## src/rtl/ppc_sequencer_if.sv

```systemverilog
// Request/strobe bundle between a controller (master) and ppc_sequencer (slave).
// step_req exists only when PPC_SEQ_SINGLE_STEP_EN is defined.
interface ppc_sequencer_if;
    logic       run_req;
    logic       flip_req;
    logic       load_req;
    logic [3:0] max_in;
    logic [3:0] min_in;
`ifdef PPC_SEQ_SINGLE_STEP_EN
    logic       step_req;
`endif
    logic       step;
    logic       flip_out;
    logic       load_out;
    logic [3:0] max_out;
    logic [3:0] min_out;
    logic [1:0] state;
    logic       cfg_err;

    modport master (
`ifdef PPC_SEQ_SINGLE_STEP_EN
        output step_req,
`endif
        output run_req, flip_req, load_req, max_in, min_in,
        input  step, flip_out, load_out, max_out, min_out, state, cfg_err
    );

    modport slave (
`ifdef PPC_SEQ_SINGLE_STEP_EN
        input  step_req,
`endif
        input  run_req, flip_req, load_req, max_in, min_in,
        output step, flip_out, load_out, max_out, min_out, state, cfg_err
    );
endinterface

```

## src/rtl/ppc_sequencer.sv

```systemverilog
// Step/flip/load strobe sequencer: IDLE/RUN/LOAD FSM, tick divider, prioritised registered strobes.
// Optional macro PPC_SEQ_SINGLE_STEP_EN adds a manual step_req honoured only in IDLE.
module ppc_sequencer #(
    parameter logic [31:0] TICK_DIV = 32'd50_000_000
) (
    input  logic           clk,
    input  logic           rst,
    ppc_sequencer_if.slave bus
);
    localparam logic [1:0] ST_IDLE = 2'b00;
    localparam logic [1:0] ST_RUN  = 2'b01;
    localparam logic [1:0] ST_LOAD = 2'b10;

    logic [1:0]  state_q, state_d;
    logic [31:0] tick_q, tick_d;
    logic        flip_pend_q, flip_pend_d;
    logic        step_pend_q, step_pend_d;
    logic        step_q, step_d;
    logic        flip_q, flip_d;
    logic        load_q, load_d;
    logic        cfg_err_q, cfg_err_d;
    logic [3:0]  max_q, max_d;
    logic [3:0]  min_q, min_d;

    logic load_valid, load_ok, load_bad;
    logic tick_wrap, step_single, flip_ev, step_ev, step_drop;

    // Load requests are only considered outside the one-cycle LOAD state.
    assign load_valid = bus.load_req && (state_q != ST_LOAD);
    assign load_ok    = load_valid && (bus.max_in > bus.min_in);
    assign load_bad   = load_valid && !(bus.max_in > bus.min_in);
    assign tick_wrap  = (state_q == ST_RUN) && (tick_q == TICK_DIV - 32'd1);

`ifdef PPC_SEQ_SINGLE_STEP_EN
    assign step_single = bus.step_req && (state_q == ST_IDLE);
`else
    assign step_single = 1'b0;
`endif

    assign flip_ev = bus.flip_req || flip_pend_q;
    assign step_ev = tick_wrap || step_single || step_pend_q;

    // NOTE: every signal assigned in always_comb gets a default first so no latch is inferred.
    always_comb begin
        state_d = state_q;
        case (state_q)
            ST_IDLE: if (load_ok) state_d = ST_LOAD;
                     else if (bus.run_req) state_d = ST_RUN;
            ST_RUN:  if (load_ok) state_d = ST_LOAD;
                     else if (!bus.run_req) state_d = ST_IDLE;
            ST_LOAD: state_d = bus.run_req ? ST_RUN : ST_IDLE;
            default: state_d = ST_IDLE;
        endcase
    end

    // Step events (new or pending) die when the FSM enters IDLE or LOAD.
    assign step_drop = (state_d != state_q) && (state_d != ST_RUN);

    always_comb begin
        load_d      = load_ok;
        flip_d      = 1'b0;
        step_d      = 1'b0;
        flip_pend_d = flip_ev;
        step_pend_d = step_ev && !step_drop;
        if (load_ok) begin
            load_d = 1'b1;
        end else if (flip_ev) begin
            flip_d      = 1'b1;
            flip_pend_d = 1'b0;
        end else if (step_ev && !step_drop) begin
            step_d      = 1'b1;
            step_pend_d = 1'b0;
        end
    end

    always_comb begin
        tick_d = tick_q;
        if (state_d == ST_IDLE) begin
            tick_d = 32'd0;
        end else if (state_q == ST_RUN) begin
            tick_d = tick_wrap ? 32'd0 : tick_q + 32'd1;
        end
    end

    always_comb begin
        cfg_err_d = cfg_err_q;
        if (load_ok)       cfg_err_d = 1'b0;
        else if (load_bad) cfg_err_d = 1'b1;
        max_d = load_ok ? bus.max_in : max_q;
        min_d = load_ok ? bus.min_in : min_q;
    end

    // NOTE: sequential state uses non-blocking assignments only.
    always_ff @(posedge clk) begin
        if (rst) begin
            state_q     <= ST_IDLE;
            tick_q      <= 32'd0;
            flip_pend_q <= 1'b0;
            step_pend_q <= 1'b0;
            step_q      <= 1'b0;
            flip_q      <= 1'b0;
            load_q      <= 1'b0;
            cfg_err_q   <= 1'b0;
            max_q       <= 4'd15;
            min_q       <= 4'd0;
        end else begin
            state_q     <= state_d;
            tick_q      <= tick_d;
            flip_pend_q <= flip_pend_d;
            step_pend_q <= step_pend_d;
            step_q      <= step_d;
            flip_q      <= flip_d;
            load_q      <= load_d;
            cfg_err_q   <= cfg_err_d;
            max_q       <= max_d;
            min_q       <= min_d;
        end
    end

    assign bus.step     = step_q;
    assign bus.flip_out = flip_q;
    assign bus.load_out = load_q;
    assign bus.max_out  = max_q;
    assign bus.min_out  = min_q;
    assign bus.state    = state_q;
    assign bus.cfg_err  = cfg_err_q;
endmodule

```

## src/flat_wrapper.sv

```systemverilog
// flat-port wrapper written by rule: the top's interface ports become plain ports
module ppc_sequencer_flat 
#(
    parameter logic [31:0] TICK_DIV = 32'd50_000_000
)
  (clk, rst, bus_run_req, bus_flip_req, bus_load_req, bus_max_in, bus_min_in, bus_step, bus_flip_out, bus_load_out, bus_max_out, bus_min_out, bus_state, bus_cfg_err);
  ppc_sequencer_if bus_i ();
  input  logic clk;
  input  logic rst;
  input wire logic [$bits(bus_i.run_req)-1:0] bus_run_req;
  input wire logic [$bits(bus_i.flip_req)-1:0] bus_flip_req;
  input wire logic [$bits(bus_i.load_req)-1:0] bus_load_req;
  input wire logic [$bits(bus_i.max_in)-1:0] bus_max_in;
  input wire logic [$bits(bus_i.min_in)-1:0] bus_min_in;
  output wire logic [$bits(bus_i.step)-1:0] bus_step;
  output wire logic [$bits(bus_i.flip_out)-1:0] bus_flip_out;
  output wire logic [$bits(bus_i.load_out)-1:0] bus_load_out;
  output wire logic [$bits(bus_i.max_out)-1:0] bus_max_out;
  output wire logic [$bits(bus_i.min_out)-1:0] bus_min_out;
  output wire logic [$bits(bus_i.state)-1:0] bus_state;
  output wire logic [$bits(bus_i.cfg_err)-1:0] bus_cfg_err;
  assign bus_i.run_req = bus_run_req;
  assign bus_i.flip_req = bus_flip_req;
  assign bus_i.load_req = bus_load_req;
  assign bus_i.max_in = bus_max_in;
  assign bus_i.min_in = bus_min_in;
  assign bus_step = bus_i.step;
  assign bus_flip_out = bus_i.flip_out;
  assign bus_load_out = bus_i.load_out;
  assign bus_max_out = bus_i.max_out;
  assign bus_min_out = bus_i.min_out;
  assign bus_state = bus_i.state;
  assign bus_cfg_err = bus_i.cfg_err;
  ppc_sequencer #(.TICK_DIV(TICK_DIV)) u_core (.clk(clk), .rst(rst), .bus(bus_i));
endmodule
```

## config.mk

```make
export PLATFORM = sky130hd
export DESIGN_NAME = ppc_sequencer_flat
export DESIGN_NICKNAME = d
export VERILOG_FILES = /design/src/rtl/ppc_sequencer_if.sv /design/src/rtl/ppc_sequencer.sv /design/src/flat_wrapper.sv
export SDC_FILE = /design/constraint.sdc
export NUM_CORES = 1
export LEC_CHECK = 0
export ABC_CLOCK_PERIOD_IN_PS = 2800
export CORE_ASPECT_RATIO = 0.8
export CORE_MARGIN = 2
export CORE_UTILIZATION = 35
export CTS_BUF_LIST = sky130_fd_sc_hd__clkbuf_8
export DETAILED_ROUTE_END_ITERATION = 16
export MAX_ROUTING_LAYER = met4
export PLACE_DENSITY = 0.64
export SYNTH_ARGS = -nofsm -noshare
export SYNTH_HDL_FRONTEND = slang
export SYNTH_SLANG_ARGS = --single-unit
```

## constraint.sdc

```tcl
create_clock -name clk -period 2.8 [get_ports clk]
set_clock_uncertainty 0.05 [all_clocks]
set_input_delay 0.28 -clock clk [delete_from_list [all_inputs] [get_ports clk]]
set_output_delay 0.28 -clock clk [all_outputs]
set_load 0.005 [all_outputs]
```

Yosys cells after proc, flatten, opt, wreduce, memory -nomap -nowiden

Index checks and enable logic that the tools add are counted.

Reduce and logical (&&, ||, !) cells: 16
Eq/ne operators: 6
Mux-type cells: 12
Bitwise logic cells: 1
Add/sub/neg operators: 1
Order comparisons: 1

Operators by type and width:

| kind                  | number |
|---|---|
| $add 32x1->32 const B | 1 |
| $eq 32x26->1 const B  | 1 |
| $mux 32               | 1 |
| $mux 2                | 4 |
| $logic_and 1x1->1     | 6 |
| $mux 1                | 6 |
| $pmux 2 s3            | 1 |
| $reduce_or 2->1       | 3 |
| $gt 4x4->1            | 1 |
| $logic_not 2->1       | 2 |
| $reduce_or 3->1       | 1 |
| $eq 2x1->1 const B    | 1 |
| $eq 2x2->1 const B    | 1 |
| $logic_not 1->1       | 2 |
| $logic_or 1x1->1      | 2 |
| $ne 2x1->1 const B    | 1 |
| $ne 2x2->1            | 1 |
| $ne 2x2->1 const B    | 1 |
| $not 1->1             | 1 |

Word-level logic and storage cells: 47
Output and inout bits: 14
Bits in registers: 48
Input bits: 13

Longest topological paths before layout

Depth in word-level cells: 11
Gate-level depth with buffers: 8
Gate-level depth less buffers: 7

Worst setup path after synthesis

OpenSTA, ideal clock, no wires.

Kind: input port to flip-flop
From: in bus_min_in[1]
To: reg u_core.tick_q[10]
Stages: 8
Slack: 0.732 ns
Data required time: 2.618 ns
Setup time: 0.132 ns
Arrival: 1.887 ns
Buffers on the path: 1
Cell sequence: inv_1 ha_1 nor2b_1 o211ai_1 a211o_1 a41oi_1 clkbuf_1 nor3_1

Cells in the longest elaborated chain, start to end: 6
Elaborated cells on any way between the ends: 7
Those cells by class: 1 x order compare; 3 x mux; 3 x reduce/logical

RTL lines:

| item                                 | RTL line                                 | text |
|---|---|---|
| start: declaration                   | flat_wrapper.sv:14                       | `input wire logic [$bits(bus_i.min_in)-1:0] bus_min_in;` |
| $gt 4x4->1 (*)                       | ppc_sequencer.sv:30                      | `assign load_ok = load_valid && (bus.max_in > bus.min_in);` |
| $logic_and 1x1->1 (*)                | ppc_sequencer.sv:30                      |  |
| $mux 2 (on tied branches)            | ppc_sequencer.sv:49, ppc_sequencer.sv:47 |  |
| $pmux 2 s3 (*)                       | ppc_sequencer.sv:46                      | `case (state_q)` |
| $logic_not 2->1 (*)                  | ppc_sequencer.sv:78                      | `if (state_d == ST_IDLE) begin` |
| $reduce_or 2->1 (no source line) (*) | n/a                                      |  |
| end signal: assignment               | ppc_sequencer.sv:108                     | `tick_q <= tick_d;` |
| end: declaration                     | ppc_sequencer.sv:15                      | `logic [31:0] tick_q, tick_d;` |

Mark *: on every way between the ends. The rest lies on a longest branch, timed or not.
A chain may end at the register's enable or synchronous reset.

Final worst setup path

From: in bus_min_in[1]
To: reg u_core.tick_q[2]

The elaborated chain is that of the path after synthesis.

==> key figures <==
Die
  – Die W: 92.5 microns
  – Die area: 6920 sq um
  – Starting density of the core: 0.367
  – Vert. Die Dim: 74.8 microns
  – IO Count: 27
  – CORE AREA: 5970 sq um
  – Num rows: 25

STA
  – Period utilisation layout: 0.798
  – Slew HR: 0.523
  – Final hold violations: 0
  – F_max: 0.448 GHz
  – Final setup fails: 0
  – Setup TNS: 0 ns
  – Slew Limit Fails: 0
  – Worst Max-Slew Pin Slew: 0.710 ns
  – WHS: 0.419 ns
  – RSZ-0062 raised after global routing: no
  – Fin crit period: 2.23 ns

Worst hold path
  – Min-Delay Endpoint: u_core.bus.cfg_err
  – Hold path depth: 2
  – Hold Crit Start: u_core.bus.cfg_err
  – Hold Path Class: reg2reg

Detailed routing
  – Starting DRT DRC Count: 73
  – Wirelength per Cell: 13.0 microns
  – Pre-Repair DR Iteration Count: 4
  – DRC viols: 0
  – Final WL: 4610 microns
  – Final antenna-violating net count: 0
  – Routed vias/inst: 5.04
  – Vias: 1788

Layout
  – Final core occ: 0.449
  – P&R area growth vs syn: 22.1%
  – Post-Layout Cell Count: 355
  – Layout filler cell count: 559
  – Final Instance Area: 2680 sq um
  – Share of layout cells above drive strength 1: 0.0766
  – N_diodes: 0
  – Nets: 292

Synthesis
  – Avg Inst Size Synth: 9.03 sq um
  – Sequential area share after synthesis: 0.438
  – Yosys reg bits: 48
  – Yosys cell types: 37
  – Post-Syn Nets: 261
  – Post-Syn Instances: 243
  – Post-synthesis cell area: 2190 sq um
  – YS warnings: 0

Clock tree
  – CTS tree: built
  – Hold buffer count at CTS: 0
  – H-tree Lvls: 2
  – Inserted Clock Buffers: 5
  – Resized cells post-CTS: 0
  – Root buffer cell: clkbuf_8
  – Clock transition at path regs: 0.09 ns
  – Worst-Skew Late Latency: 0.30 ns
  – TritonCTS sink count: 48
  – Clock buffer depth: 2
  – Post-CTS setup buffer count: 0

Pwr
  – Worst ir drop on vdd: 164 uV
  – Power Density: 464 nW/um^2
  – Leakage power: 0.932 nW

Setup path
  – Crit Path Max Fanout: 32
  – Setup crit start kind: input port
  – FF-to-FF setup slack: 0.81 ns
  – Bufs and invs on worst path: 3
  – CP peak stage delay: 0.54 ns
  – Crit end category: register
  – Critical Path Slowest Stage Cell: a2111oi_1
  – CP Cell Sequence: clkdlybuf4s50_1 -> inv_1 -> ha_1 -> nor2b_1 -> o211ai_1 -> a2111oi_1 -> a41oi_2 -> buf_12 -> nor3_1
  – Critical Path AT: 2.41 ns
  – CP delay by family, top: compound AO/OA/AOI/OAI gates
  – CP Class: in2reg
  – Worst EP required: 2.98 ns
  – R2R depth: 5
  – Reg2reg start: u_core.tick_q[3]
  – Crit Reg-Reg Endpoint: u_core.tick_q[21]

GRT
  – Vias in the first global route: 1710
  – Largest net degree at the start of global routing: 33
  – First-pass GRT wire length: 8110 microns
  – Gr usage total: 0.151
  – Overflow after GRT: 0
  – Initial antenna violation count: 0

Placed design
  – Dpl cells: 348
  – Final HPWL DP: 3200 microns
  – Placement Cell Area: 2600 sq um
  – Port Buffers: 26
  – Final GP Congestion: 0.779

Run
  – Maxcap violations: 0

Run status
  – Status: complete, no violations
==> layer usage <==
layer,track usage,wire length [microns],vias up
li1,-,-,927
met1,0.213,2530,834
met2,0.209,1900,23
met3,0.0310,129,4
met4,0.0630,47,0
met5,-,0,-
==> cell usage in the layout (no fill, tap or decap), drive strengths merged <==
cell and instances:
nor3 34, o211ai 2, or3 2, and2 1, clkinvlp 1, a41oi 1, a2111oi 1, inv 11
ha 5, nand2 20, nand3 13, and3 8, o211a 1, mux2i 7, o21ai 1, a21oi 3
maj3 1, and4 4, nor2 13, or4 1, nor4b 1, a211oi 2, nor2b 2, xor2 19
dfxtp 48, nand4 7, a211o 2, clkinv 1, xnor2 11, and4b 1, nand3b 1, clkdlybuf4s50 26
clkbuf 5, nand4b 2, buf 7, nor4 9
==> synthesized netlist by cell type <==
| cell type | count | area [sq um] |
|---|---|---|
| maj3_1 | 1 | 10.0 |
| nor3_1 | 33 | 165 |
| nor4_2 | 2 | 25.0 |
| buf_2 | 2 | 10.0 |
| a2111oi_1 | 1 | 10.0 |
| a41oi_1 | 1 | 8.76 |
| nand4_1 | 6 | 37.5 |
| nand3_1 | 13 | 65.1 |
| a211oi_1 | 2 | 15.0 |
| inv_1 | 11 | 41.3 |
| or3_1 | 2 | 12.5 |
| nand3b_1 | 1 | 7.51 |
| a211o_1 | 2 | 17.5 |
| nand2_1 | 20 | 75.1 |
| nor4b_1 | 1 | 8.76 |
| dfxtp_1 | 48 | 961 |
| and3_1 | 8 | 50.1 |
| nand4b_1 | 2 | 17.5 |
| nor3_2 | 1 | 10.0 |
| xnor2_1 | 11 | 96.3 |
| o211a_1 | 1 | 10.0 |
| and4_1 | 4 | 35.0 |
| and4b_1 | 1 | 10.0 |
| ha_1 | 5 | 62.6 |
| nand4_2 | 1 | 12.5 |
| nor2_1 | 13 | 48.8 |
| xor2_1 | 19 | 166 |
| mux2i_1 | 7 | 70.1 |
| o21ai_0 | 1 | 5.00 |
| a21oi_1 | 3 | 15.0 |
| buf_1 | 1 | 3.75 |
| clkbuf_1 | 6 | 22.5 |
| nor4_1 | 7 | 43.8 |
| or4_4 | 1 | 11.3 |
| nor2b_1 | 2 | 12.5 |
| and2_1 | 1 | 6.26 |
| o211ai_1 | 2 | 15.0 |
==> cells by family (layout without fill, tap and decap cells) <==
| group | Yosys count | after routing | synth area share |
|---|---|---|---|
| buffers and inverters | 20 | 51 | 0.0353 |
| AOI/OAI and AO/OA | 13 | 13 | 0.0439 |
| adders and majority gates | 6 | 6 | 0.0331 |
| DFF | 48 | 48 | 0.438 |
| xor gates and xnor gates | 30 | 30 | 0.120 |
| and+or+nand+nor | 119 | 119 | 0.298 |
| muxes | 7 | 7 | 0.0319 |
==> where the power goes <==
part / leakage (nW) / internal (W) / switching [W]
logic: 0.503 / 0.0000718 / 0.0000646
registers: 0.389 / 0.000697 / 0.00000909
clock network: 0.0400 / 0.000170 / 0.000232
==> worst reg2reg max path, delay by kind of cell, from the launching register on <==
| kind | cells | cell delay, ns |
|---|---|---|
| simple gates | 4 | 1.29 |
| flops | 1 | 0.41 |
| xor+xnor | 1 | 0.17 |
==> area by class of cell <==
| type | instances | area (sq um) | area share |
|---|---|---|---|
| Clock inverter | 2 | 12.5 | 0.00467 |
| Sequential cell | 48 | 961 | 0.359 |
| Clock buffer | 5 | 68.8 | 0.0257 |
| Timing Repair Buffer | 33 | 325 | 0.121 |
| Inverter | 11 | 41.3 | 0.0154 |
| Multi-Input combinational cell | 175 | 1170 | 0.437 |
| Tap cell | 81 | 101 | 0.0378 |
==> how the worst max path moves through the flow <==
stage                              from                end  slack (ns)  cells after the start
after CTS                 bus_min_in[1]  u_core.tick_q[14]        0.55                      9
after detailed placement  bus_min_in[1]  u_core.tick_q[14]        0.23                      9
final                     bus_min_in[1]   u_core.tick_q[2]        0.57                      9
after global routing      bus_min_in[1]   u_core.tick_q[5]        0.33                      9
after floorplan           bus_min_in[1]  u_core.tick_q[10]        0.73                      8
after global placement    bus_min_in[1]  u_core.tick_q[21]        0.30                      9
==> flip-flops by register name, summed over array words and instances, names as in the netlist <==
name	cells
u_core.step_pend_q	1
u_core.bus.cfg_err	1
u_core.bus.flip_out	1
u_core.bus.state	2
u_core.bus.min_out	4
u_core.bus.load_out	1
u_core.flip_pend_q	1
u_core.tick_q	32
u_core.bus.max_out	4
u_core.bus.step	1
==> metrics by stage <==
step	total power, W	setup WS, ns
global placement	0.000857	0.305
floorplan	0.000785	0.732
finish	0.00124	0.567
CTS	0.00126	0.546
detailed placement	0.000858	0.234
global route	0.00130	0.327
Power figures use the tool's default switching activity.
